**src/rtl/vga_frame_reader.sv**
```systemverilog
// vga_frame_reader: display-side reader of the dual-buffer frame store.
// Generates VGA timing from r_clk with an internal /2 pixel tick, fetches a centred
// image from buffer port B and owns the per-frame A->B copy handshake.
module vga_frame_reader #(
    parameter int unsigned H_ACTIVE = 640,
    parameter int unsigned H_FP     = 16,
    parameter int unsigned H_SYNC   = 96,
    parameter int unsigned H_BP     = 48,
    parameter int unsigned V_ACTIVE = 480,
    parameter int unsigned V_FP     = 10,
    parameter int unsigned V_SYNC   = 2,
    parameter int unsigned V_BP     = 33,
    parameter int unsigned IMG_W    = 256,
    parameter int unsigned IMG_H    = 256,
    parameter int unsigned X_OFF    = 192,
    parameter int unsigned Y_OFF    = 112,
    parameter bit          SYNC_POL = 1'b0
) (
    input  logic        r_clk,
    input  logic        rst,
    input  logic        copy_en,
    input  logic        r_done,
    input  logic [15:0] d_in,
    output logic [15:0] r_addr,
    output logic        r_rd,
    output logic        hsync,
    output logic        vsync,
    output logic        de,
    output logic [4:0]  vga_r,
    output logic [5:0]  vga_g,
    output logic [4:0]  vga_b,
    output logic        frame_start,
    output logic        copy_late
);

    localparam int unsigned H_TOTAL = H_ACTIVE + H_FP + H_SYNC + H_BP;
    localparam int unsigned V_TOTAL = V_ACTIVE + V_FP + V_SYNC + V_BP;
    localparam int unsigned HW      = $clog2(H_TOTAL);
    localparam int unsigned VW      = $clog2(V_TOTAL);

    localparam logic [HW-1:0] H_LAST = HW'(H_TOTAL - 1);
    localparam logic [HW-1:0] H_ACT  = HW'(H_ACTIVE);
    localparam logic [HW-1:0] HS_BEG = HW'(H_ACTIVE + H_FP);
    localparam logic [HW-1:0] HS_END = HW'(H_ACTIVE + H_FP + H_SYNC);
    localparam logic [HW-1:0] IX_BEG = HW'(X_OFF);
    localparam logic [HW-1:0] IX_END = HW'(X_OFF + IMG_W);

    localparam logic [VW-1:0] V_LAST = VW'(V_TOTAL - 1);
    localparam logic [VW-1:0] V_ACT  = VW'(V_ACTIVE);
    localparam logic [VW-1:0] VS_BEG = VW'(V_ACTIVE + V_FP);
    localparam logic [VW-1:0] VS_END = VW'(V_ACTIVE + V_FP + V_SYNC);
    localparam logic [VW-1:0] IY_BEG = VW'(Y_OFF);
    localparam logic [VW-1:0] IY_END = VW'(Y_OFF + IMG_H);

    localparam logic [15:0] IMG_W16  = 16'(IMG_W);
    localparam logic [2:0]  REQ_LAST = 3'd7;

    typedef enum logic [1:0] {IDLE, REQ, BUSY} copy_state_t;

    logic          pix_ce;
    logic [HW-1:0] h_cnt;
    logic [VW-1:0] v_cnt;

    logic          active_c, hs_on_c, vs_on_c, in_img_c, first_c;
    logic [15:0]   dx_c, dy_c, addr_c;
    logic          vblank_go_c, frame_wrap_c;

    logic          in_img1, active1, hs1, vs1, first1;

    copy_state_t   state;
    logic [2:0]    tmo;

    // Pixel tick: r_clk divided by two, first high in the second cycle after reset.
    always_ff @(posedge r_clk) begin
        if (rst) pix_ce <= 1'b0;
        else     pix_ce <= ~pix_ce;
    end

    // Raster counters, advanced once per pixel tick.
    always_ff @(posedge r_clk) begin
        if (rst) begin
            h_cnt <= '0;
            v_cnt <= '0;
        end else if (pix_ce) begin
            if (h_cnt == H_LAST) begin
                h_cnt <= '0;
                v_cnt <= (v_cnt == V_LAST) ? '0 : v_cnt + 1'b1;
            end else begin
                h_cnt <= h_cnt + 1'b1;
            end
        end
    end

    // Raster position decode and image-relative read address.
    always_comb begin
        active_c     = (h_cnt < H_ACT) && (v_cnt < V_ACT);
        hs_on_c      = (h_cnt >= HS_BEG) && (h_cnt < HS_END);
        vs_on_c      = (v_cnt >= VS_BEG) && (v_cnt < VS_END);
        in_img_c     = (h_cnt >= IX_BEG) && (h_cnt < IX_END) &&
                       (v_cnt >= IY_BEG) && (v_cnt < IY_END);
        first_c      = (h_cnt == '0) && (v_cnt == '0);
        dx_c         = 16'(h_cnt - IX_BEG);
        dy_c         = 16'(v_cnt - IY_BEG);
        addr_c       = in_img_c ? 16'(dy_c * IMG_W16 + dx_c) : 16'h0000;
        vblank_go_c  = pix_ce && (h_cnt == '0) && (v_cnt == V_ACT) && copy_en;
        frame_wrap_c = pix_ce && (h_cnt == H_LAST) && (v_cnt == V_LAST);
    end

    // Stage 1: issue the buffer read and carry the raster flags alongside it.
    always_ff @(posedge r_clk) begin
        if (rst) begin
            r_addr  <= '0;
            in_img1 <= 1'b0;
            active1 <= 1'b0;
            hs1     <= 1'b0;
            vs1     <= 1'b0;
            first1  <= 1'b0;
        end else if (pix_ce) begin
            r_addr  <= addr_c;
            in_img1 <= in_img_c;
            active1 <= active_c;
            hs1     <= hs_on_c;
            vs1     <= vs_on_c;
            first1  <= first_c;
        end
    end

    // Stage 2: buffer data returned, drive pixel and sync outputs together.
    always_ff @(posedge r_clk) begin
        if (rst) begin
            de          <= 1'b0;
            vga_r       <= '0;
            vga_g       <= '0;
            vga_b       <= '0;
            hsync       <= ~SYNC_POL;
            vsync       <= ~SYNC_POL;
            frame_start <= 1'b0;
        end else begin
            frame_start <= 1'b0;
            if (pix_ce) begin
                de          <= active1;
                vga_r       <= in_img1 ? d_in[15:11] : 5'd0;
                vga_g       <= in_img1 ? d_in[10:5]  : 6'd0;
                vga_b       <= in_img1 ? d_in[4:0]   : 5'd0;
                hsync       <= hs1 ? SYNC_POL : ~SYNC_POL;
                vsync       <= vs1 ? SYNC_POL : ~SYNC_POL;
                frame_start <= active1 && first1;
            end
        end
    end

    // Copy handshake: one request per frame at start of vblank; r_rd never drops mid-copy.
    always_ff @(posedge r_clk) begin
        if (rst) begin
            state     <= IDLE;
            r_rd      <= 1'b0;
            tmo       <= '0;
            copy_late <= 1'b0;
        end else begin
            if (frame_wrap_c && (state != IDLE)) copy_late <= 1'b1;
            case (state)
                IDLE: begin
                    if (vblank_go_c) begin
                        r_rd  <= 1'b1;
                        tmo   <= '0;
                        state <= r_done ? REQ : BUSY;
                    end
                end
                REQ: begin
                    if (!r_done) begin
                        state <= BUSY;
                    end else if (tmo == REQ_LAST) begin
                        r_rd  <= 1'b0;
                        state <= IDLE;
                    end else begin
                        tmo <= tmo + 1'b1;
                    end
                end
                BUSY: begin
                    if (r_done) begin
                        r_rd  <= 1'b0;
                        state <= IDLE;
                    end
                end
                default: begin
                    r_rd  <= 1'b0;
                    state <= IDLE;
                end
            endcase
        end
    end

endmodule
```
**config.mk**
```make
export PLATFORM = sky130hd
export DESIGN_NAME = vga_frame_reader
export DESIGN_NICKNAME = d
export VERILOG_FILES = /design/src/rtl/vga_frame_reader.sv
export SDC_FILE = /design/constraint.sdc
export NUM_CORES = 1
export LEC_CHECK = 0
export ABC_AREA = 1
export ABC_CLOCK_PERIOD_IN_PS = 1900
export BUFFER_PORTS_ARGS = -buffer_cell sky130_fd_sc_hd__buf_2
export CAP_MARGIN = 10
export CORE_MARGIN = 4
export CORE_UTILIZATION = 40
export CTS_CLUSTER_DIAMETER = 40
export DETAILED_ROUTE_END_ITERATION = 10
export PLACE_DENSITY = 0.7
export SLEW_MARGIN = 20
export SYNTH_ARGS = -nofsm -noshare
export SYNTH_HDL_FRONTEND = slang
export SYNTH_SLANG_ARGS = --single-unit
```
**constraint.sdc**
```tcl
create_clock -name r_clk -period 1.9 [get_ports r_clk]
set_input_delay 0.38 -clock r_clk [delete_from_list [all_inputs] [get_ports r_clk]]
set_output_delay 0.38 -clock r_clk [all_outputs]
set_load 0.01 [all_outputs]
```
==> flow_summary.yaml <==
outcome:
  status: "completed"
placed_design:
  port_buffers: 57
  gp_congestion: 0.910
  placed_area_um2: 3900
  dp_slack_ps: -49.0
  place_hpwl_mm: 6.01
yosys:
  synth.distinct_cells: 34
  synth.avg_cell_area_um2: 7.31
  syn_inst: 456
  yosysWarnings: 0
  ys_ff_latch: 69
  synth_area_um2: 3330
  synth_seq_area_share_pct: 41.4
  synth_fp_nets: 493
pwr:
  power.internal_mw: 2.09
  sw_frac_of_total_pct: 24.1
  p_switching_uw: 664
  p_clk_share_pct: 43.0
  p_leak_nw: 2.06
  pwr-share-seq_pct: 53.0
  combPwrFrac_pct: 3.9
  powerDensity_nw_per_um2: 652
  max-vdd-ir-drop_mv: 0.353
timing:
  fmax_ghz: 0.547
  skew_ps: 13.7
  finalWorstSetupSlack_ps: 70.9
  slew_headroom_pct: 62.7
  rsz0062_at_grt: "true"
  setup_viol: 0
  hold_ws_ps: 270
  drv_slew: 0
  tns_ps: 0
  finalCritPeriodShare_pct: 96.3
  hold_violations: 0
  worstMarginPinSlew_ps: 558
  period_needed_ps: 1830
route:
  viasPerCell: 4.89
  drt-initial-drc-count: 201
  dr_total_vias: 3196
  drtPass1Iterations: 4
  drt-total-wl_mm: 8.27
  ant_nets: 0
  wl_per_cell_um: 12.7
  drc: 0
worst_setup_path:
  r2r_cells: 13
  startpoint_type: "register"
  cp_num_buf_inv: 3
  crit_type: "reg -> reg"
  crit_start: "h_cnt[7]"
  r2r_start: "h_cnt[7]"
  critPathRequiredTime_ps: 2140
  cp_top_family: "simple AND/OR/NAND/NOR gates"
  path_max_fanout: 3
  max_stage_delay_ps: 350
  worstPathArrival_ps: 2070
  cp_common_cell: "nand3_1"
  crit_slowest_cell: "dfxtp_2"
  crit_chain: "inv_2 -> o21ai_4 -> xor2_2 -> inv_1 -> ha_4 -> a21oi_2 -> nand2_1 -> nand2_2 -> inv_1 -> nand3_1 -> nand3_1 -> nand3_1 -> nand2_1"
  path_depth: 13
  crit_path_end_kind: "register"
clock_network:
  cts_max_level: 3
  cts_buffers: 9
  clock_path_buffers: 2
  cts_tree: "yes"
  clk_latency_ps: 350
  clockRootBuffer: "clkbuf_8"
  cts_num_sinks: 69
  ctsHoldBuffers: 0
  clk_pin_slew_ps: 80
grt:
  antenna_found_initial: 0
  grt_usage_pct: 16.9
  grt_pass1_vias: 3191
  grt_max_degree: 29
  grt_pass1_wl_mm: 13.7
  grt-ovfl-total: 0
floorplanning:
  initial_core_util_pct: 40.8
  pin_count: 58
  die_w_um: 99.3
  dieArea_um2: 9860
  num_rows: 33
  core_um2: 8180
  die_y_um: 99.3
finish:
  drive_gt1_share_pct: 26.1
  finalNetCount: 581
  layout_common_cells: "110 x nand2_1, 66 x dfxtp_1, 58 x inv_1"
  final_common_cell: "nand2_1"
  post-route-util_pct: 51.7
  syn2layout_area_growth_pct: 26.8
  design_area_um2: 4230
  nFillCells: 787
  antenna_cells: 0
min_path:
  hold_start: "d_in[7]"
  hold_class: "in -> reg"
  min_path_cells: 2
job:
  maxCapViolations: 0
## metrics by stage
step / cells / total power [mW]
after floorplan: 456 / 1.55
after detailed placement: 633 / 1.60
final: 653 / 2.76
after CTS: 648 / 2.78
after global placement: 633 / 1.60
after global routing: 653 / 2.85
## sequential cells by signal (all words and copies together) (netlist names)
name and cells:
active1 1, copy_late 1, de 1, first1 1, frame_start 1, h_cnt 10, hs1 1, hsync 1
in_img1 1, pix_ce 1, r_addr 16, r_rd 1, state 2, tmo 3, v_cnt 10, vga_b 5
vga_g 6, vga_r 5, vs1 1, vsync 1
## synth_stat cells (all sizes together)
library cell  count  area (µm²)
o21ai            22         110
o221ai            1        8.76
a21oi            14        70.1
a32o             16         160
ha               16         200
a211oi            1        7.51
nor2             54         225
o211ai            1        7.51
dfxtp            69        1380
o31ai             1        7.51
nor4              1        6.26
and2              1        7.51
xor2              8        70.1
nand3b            1        7.51
nand2           114         433
a31oi             1        6.26
clkbuf            4        15.0
nand4             8        50.1
o21bai            1        7.51
nor3             10        55.1
fa                1        20.0
nand3            36         180
o22ai             1        6.26
inv              66         248
buf               8        43.8
## area by class of cell
type | instances | area, µm² | area share (%)
Multi-Input combinational cell | 309 | 1750 | 41.4
Sequential cell | 69 | 1390 | 32.8
Timing Repair Buffer | 89 | 526 | 12.4
Inverter | 66 | 248 | 5.86
Tap cell | 105 | 131 | 3.11
Clock buffer | 9 | 124 | 2.93
Clock inverter | 6 | 65.1 | 1.54
## worst paths after layout
| check | slack [ps] | to |
|---|---|---|
| worst max-delay path | 70 | r_addr[15] |
| worst min-delay path | 270 | vga_g[2] |
| worst max register to register | 70 | r_addr[15] |
| worst min register to register | 430 | vsync |
## logic make-up (layout without fill, tap and decap cells)
kind of cell    after synthesis  in the layout  share of synthesized area, %
buf+inv                      78            170                          9.19
fa+ha+maj                    17             17                          6.60
compound gates               59             59                          11.7
simple gates                225            225                          28.9
xor+xnor                      8              8                          2.10
flops                        69             69                          41.4
## timing repair
action | CTS | global route
endpoints found under the hold margin | 0 | 0
resized for setup | 6 | 25
endpoints found under the setup margin | 4 | 18
pin swaps | 0 | 7
buffers inserted | 0 | 5
## power by group through the flow
stage	logic, mW	registers [mW]	clock network (mW)
after floorplan	0.0580	1.49	0
after global placement	0.106	1.49	0
after detailed placement	0.107	1.50	0
after CTS	0.108	1.46	1.21
after global routing	0.123	1.46	1.26
final	0.108	1.46	1.19
## metal layers
layer	share of wire (%)	global-route usage, %	vias to the layer above
li1	-	-	1650
met1	43	19.5	1459
met2	50	29.1	67
met3	4.8	4.28	20
met4	2.2	8.30	0
met5	0	0	-
Power figures use the tool's default switching activity.
